<file path="src/rtl/alu_pipe.sv">
// Two-stage pipelined ALU with valid/ready handshaking on both sides.
// S1 only captures operands; S2 computes the result and {V,C,N,Z} flags and holds them until consumed.
module alu_pipe #(
    parameter int WIDTH = 16,
    parameter bit SAT   = 1'b0
) (
    input  logic             clk,
    input  logic             rst_n,
    input  logic             en_in,
    output logic             in_ready,
    input  logic [2:0]       alu_func,
    input  logic [WIDTH-1:0] alu_a,
    input  logic [WIDTH-1:0] alu_b,
    output logic             en_out,
    input  logic             out_ready,
    output logic [WIDTH-1:0] alu_out,
    output logic [3:0]       flags
);

    localparam int SHW = $clog2(WIDTH);

    localparam logic [2:0] FUNC_ADD = 3'd0;
    localparam logic [2:0] FUNC_SUB = 3'd1;
    localparam logic [2:0] FUNC_AND = 3'd2;
    localparam logic [2:0] FUNC_OR  = 3'd3;
    localparam logic [2:0] FUNC_XOR = 3'd4;
    localparam logic [2:0] FUNC_SLL = 3'd5;
    localparam logic [2:0] FUNC_SRL = 3'd6;
    localparam logic [2:0] FUNC_SRA = 3'd7;

    localparam logic [WIDTH-1:0] SAT_MAX = {1'b0, {(WIDTH-1){1'b1}}};
    localparam logic [WIDTH-1:0] SAT_MIN = {1'b1, {(WIDTH-1){1'b0}}};

    logic             s1_valid_reg;
    logic [WIDTH-1:0] s1_a_reg;
    logic [WIDTH-1:0] s1_b_reg;
    logic [2:0]       s1_func_reg;

    logic             s2_valid_reg;
    logic [WIDTH-1:0] s2_out_reg;
    logic [3:0]       s2_flags_reg;

    logic             s1_adv;
    logic             s2_adv;

    // S2 frees up when empty or being drained; S1 can move whenever S2 can take it.
    assign s2_adv   = !s2_valid_reg || out_ready;
    assign s1_adv   = !s1_valid_reg || s2_adv;
    assign in_ready = s1_adv;

    assign en_out  = s2_valid_reg;
    assign alu_out = s2_out_reg;
    assign flags   = s2_flags_reg;

    logic [WIDTH:0]   sum_ext;
    logic [WIDTH:0]   diff_ext;
    logic [SHW-1:0]   sh;
    logic             add_ovf;
    logic             sub_ovf;
    logic [WIDTH-1:0] res_next;
    logic             v_next;
    logic             c_next;
    logic [3:0]       flags_next;

    assign sum_ext  = {1'b0, s1_a_reg} + {1'b0, s1_b_reg};
    assign diff_ext = {1'b0, s1_a_reg} - {1'b0, s1_b_reg};
    assign sh       = s1_b_reg[SHW-1:0];
    assign add_ovf  = (s1_a_reg[WIDTH-1] == s1_b_reg[WIDTH-1]) &&
                      (sum_ext[WIDTH-1] != s1_a_reg[WIDTH-1]);
    assign sub_ovf  = (s1_a_reg[WIDTH-1] != s1_b_reg[WIDTH-1]) &&
                      (diff_ext[WIDTH-1] != s1_a_reg[WIDTH-1]);

    always_comb begin
        res_next = '0;
        v_next   = 1'b0;
        c_next   = 1'b0;
        case (s1_func_reg)
            FUNC_ADD: begin
                res_next = sum_ext[WIDTH-1:0];
                c_next   = sum_ext[WIDTH];
                v_next   = add_ovf;
            end
            FUNC_SUB: begin
                res_next = diff_ext[WIDTH-1:0];
                c_next   = diff_ext[WIDTH];
                v_next   = sub_ovf;
            end
            FUNC_AND: res_next = s1_a_reg & s1_b_reg;
            FUNC_OR:  res_next = s1_a_reg | s1_b_reg;
            FUNC_XOR: res_next = s1_a_reg ^ s1_b_reg;
            FUNC_SLL: res_next = s1_a_reg << sh;
            FUNC_SRL: res_next = s1_a_reg >> sh;
            FUNC_SRA: res_next = $signed(s1_a_reg) >>> sh;
            default:  res_next = '0;
        endcase
        // On overflow the true result has the sign of operand A for both ADD and SUB.
        if (SAT && v_next) begin
            res_next = s1_a_reg[WIDTH-1] ? SAT_MIN : SAT_MAX;
        end
        flags_next = {v_next, c_next, res_next[WIDTH-1], (res_next == '0)};
    end

    always_ff @(posedge clk or negedge rst_n) begin
        if (!rst_n) begin
            s1_valid_reg <= 1'b0;
            s1_a_reg     <= '0;
            s1_b_reg     <= '0;
            s1_func_reg  <= '0;
        end else if (s1_adv) begin
            s1_valid_reg <= en_in;
            if (en_in) begin
                s1_a_reg    <= alu_a;
                s1_b_reg    <= alu_b;
                s1_func_reg <= alu_func;
            end
        end
    end

    // Result registers only update when S2 advances, so a stalled result stays stable.
    always_ff @(posedge clk or negedge rst_n) begin
        if (!rst_n) begin
            s2_valid_reg <= 1'b0;
            s2_out_reg   <= '0;
            s2_flags_reg <= '0;
        end else if (s2_adv) begin
            s2_valid_reg <= s1_valid_reg;
            if (s1_valid_reg) begin
                s2_out_reg   <= res_next;
                s2_flags_reg <= flags_next;
            end
        end
    end

endmodule

</file>
<file path="config.mk">
export PLATFORM = sky130hd
export DESIGN_NAME = alu_pipe
export DESIGN_NICKNAME = d
export VERILOG_FILES = /design/src/rtl/alu_pipe.sv
export SDC_FILE = /design/constraint.sdc
export NUM_CORES = 1
export LEC_CHECK = 0
export ABC_AREA = 1
export BUFFER_PORTS_ARGS = -buffer_cell sky130_fd_sc_hd__buf_4
export CAP_MARGIN = 40
export CORE_MARGIN = 2
export CORE_UTILIZATION = 60
export CTS_BUF_LIST = sky130_fd_sc_hd__clkbuf_2
export DETAILED_ROUTE_END_ITERATION = 8
export PLACE_DENSITY = 0.77
export SYNTH_ARGS = -nofsm -noshare
export SYNTH_HDL_FRONTEND = slang
export SYNTH_SLANG_ARGS = --single-unit
</file>
<file path="constraint.sdc">
create_clock -name clk -period 3.08 [get_ports clk]
set_clock_uncertainty 0.1 [all_clocks]
set_input_delay 0 -clock clk [delete_from_list [all_inputs] [get_ports clk]]
set_output_delay 0 -clock clk [all_outputs]
set_load 0.005 [all_outputs]
</file>
==> summary.md <==
| Metric | Value |
|---|---|
| Outcome | finished, final reports clean |
| Crit Path Class | register to register |
| Syn Inst Count | 1070 |
| Diode count | 0 |
| Slew Limit Fails | 0 |
| DIE HEIGHT | between 100 and 150 um |
| Antenna-violating nets left | 0 |
| Port bufs | 60 |
| Core ar. | ~10000 um2 |
| Final Cycle Share | 0.959 |
| Post-synthesis register bit count | between 50 and 60 |
| CTS tree | yes |
| Post-Synth XOR/XNOR Area | 0.00424 |
| CP max FO | 7 |
| Filler Cell Count | approximately 830 |
| Io pins | between 60 and 70 |
| Register area share after synthesis | 0.226 |
| Top cells by count, synth | nand2_1, nand3_1, inv_1 |
| DP HPWL | roughly 17000 um |
| Top FF cell, synth | dfrtp_1 |
| First-pass GRT wire length | 39000 um |
| CP max stage delay | around 600 ps |
| CP dominant cell by count | nand2_1 |
| Wirelength per Cell | ~18 um |
| Max IR drop VDD | between 300 and 400 uV |
| DRT iter0 DRCs | 1247 |
| Most numerous cell in the Yosys netlist | nand2_1 |
| Tmin final | slightly below 3000 ps |
| Critical Path RT | 3470 ps |
| Layout area overhead | 20.2% |
| PD cells | between 500 and 600 nW/um2 |
| M2 GR Usage | 0.685 |
| Final setup violation count | 0 |
| Initial antenna violation count | 0 |
| Max_slew headroom | 0.588 |
| Setup slack at placement | 399 ps |
| Area taken by multi-input logic gates | 4110 um2 |
| Vias in the first global route | between 7000 and 8000 |
| Crit path max-delay family | simple AND/OR/NAND/NOR gates |
| Hold WS | between 80 and 90 ps |
| Initial DRT Pass Iterations | 7 |
| Pin count of the biggest net entering global routing | 57 |
| Gr busiest metal | met2 |
| Sequential cell area | between 1000 and 1500 um2 |
| Largest family of logic cells by synthesized area | simple AND/OR/NAND/NOR gates |
| M1 GR Usage | 0.600 |
| Max Cap Viol | 0 |
| CP endpoint kind | register |
| Post-synth EDFFs | 0 |
| CTS Sinks | 56 |
| Synth top area share | 0.226 |
| Hold path startpoint | alu_b[7] |
| Worst path cell trace | inv_1, ha_1, nor2_1, nand4_1, nand3_1, nand2_1, nand3_1, nand3_1, inv_1, nand2_1, nor2_1, nand2_1, nor2_1, nand2_1, nand2_1 |
| Proportion of synthesized area in mux cells | 0 |
| Synth Area in Adders | 0.105 |
| Design Area, Final | about 7400 um2 |
| Postcts setup bufs | 0 |
| Layout cell share with drive strength beyond 1 | 0.0937 |
| Starting Density | 0.608 |
| Die ar. | around 11000 um2 |
| Remaining global-route overflow | 0 |
| Worst-margin pin slew | between 600 and 700 ps |
| Yosys top cell by area | dfrtp_1 |
| Fin. Hold Viols | 0 |
| Top post-synthesis cells by area | dfrtp_1, nand2_1, nand3_1 |
| Clock network latency to the later pin of the worst-skew pair | around 560 ps |
| Drt drc | 0 |
| Synth Area in Compound Gates | 0.103 |
| Crit start category | register |
| Vias/cell | 5.94 |
| Setup_tns | 0 ps |
| Fmax | ~340 MHz |
| Num rows | 37 |
| Synth warnings | 0 |
| Final nets | ~1300 |
| Syn avg cell area | around 5.8 um2 |
| Area after DPL | about 6800 um2 |
| Cts bufs inserted | 5 |
| H-tree depth | 2 |
| Min-Delay Path Class | primary input to register |
| Crit path DAT | around 3300 ps |
| Synth Net Count | about 1200 |
| Crit path from | s1_a_reg[3] |
| Clock Root Buffer | clkbuf_2 |
| Crit-path slowest cell | dfrtp_1 |
| Crit path buf inv count | 2 |
| Mapped cell area | 6200 um2 |
| Reg2reg start | s1_a_reg[3] |
| Die width | around 110 um |
| Final worst slack | around 130 ps |
| Reg clk slew, reported paths | 370 ps |
| Final WL | 24200 um |
| Synth Area in Simple Gates | 0.450 |
| Routability cong. | between 1 and 1.5 |
| GRT Total Usage | 0.444 |
| GR Util met3 | 0.0977 |
| Cell variety after synth | 35 |
| Static Leak | approximately 0.0042 uW |
| CTS max path bufs | 2 |
| Ys async rst share | 1.00 |
| Via count | slightly below 8000 |
-- tightest hold or removal path: cells and delay by family --
| family | cells | cell delay, ps |
|---|---|---|
| AND/OR/NAND/NOR | 1 | 30 |
| AO/OA/AOI/OAI | 1 | 100 |
| buffers and inverters | 2 | 630 |
-- layer usage --
metal	vias up	part of all wire
li1	3606	-
met1	3506	0.40
met2	556	0.42
met3	116	0.12
met4	0	0.056
met5	-	0
-- final timing paths --
kind	to	slack, ps	cells after the start
setup reg to reg	flags[0]	130	15
hold reg to reg	alu_out[8]	430	2
max in group asynchronous	s1_b_reg[15]	2180	4
setup / recovery	flags[0]	130	15
hold / removal	s1_b_reg[7]	90	4
min in group asynchronous	s1_a_reg[7]	400	4
-- per-stage QoR --
step / std cells / total power, uW / util
global placement: 1241 / 3600 / 0.664
detailed placement: 1241 / 3620 / 0.664
floorplan: 1070 / 2740 / -
CTS: 1310 / 4050 / 0.731
global route: 1310 / 4510 / 0.731
finish: 1310 / 4210 / 0.731
-- cells in the final DEF (no fill, tap or decap), types with 2 or more instances in the layout --
cell type and count:
a21oi_1 81, a31oi_1 2, and2_1 3, buf_4 80, clkbuf_2 5, clkinv_1 3
dfrtp_1 54, dfrtp_2 2, dlygate4sd3_1 60, fa_1 2, ha_1 49, inv_1 118
inv_2 8, nand2_1 353, nand3_1 154, nand3b_1 3, nand4_1 16, nor2_1 116
nor3_1 5, o21ai_0 29, o21ai_1 2, o21bai_1 3, or2_2 7, xor2_1 3
-- kinds of logic after synthesis --
logic type / after synthesis
compound gates: 123
xor+xnor: 3
fa+ha+maj: 51
buf+inv: 174
flops: 56
simple gates: 663
-- cell type report --
class                           instances  area share
Sequential cell                        56       0.188
Inverter                              129      0.0650
Tap cell                              136      0.0228
Clock inverter                          3     0.00369
Clock buffer                            5     0.00336
Timing Repair Buffer                  141       0.165
Multi-Input combinational cell        840       0.552
-- where the power goes --
part | internal, uW | leakage, uW | switching [uW]
combinational | 967 | 0.00348 | 1820
clock | 64.2 | 0.0000311 | 289
sequential | 911 | 0.000648 | 163
total | 1940 | 0.00416 | 2270
-- repair_timing --
action,in CTS,in global routing
endpoints found under the setup margin,0,1
hold endpoints to repair,93,0
hold buffers,61,0
resized for setup,0,2
Note: power is estimated with default switching activity, not from simulation.
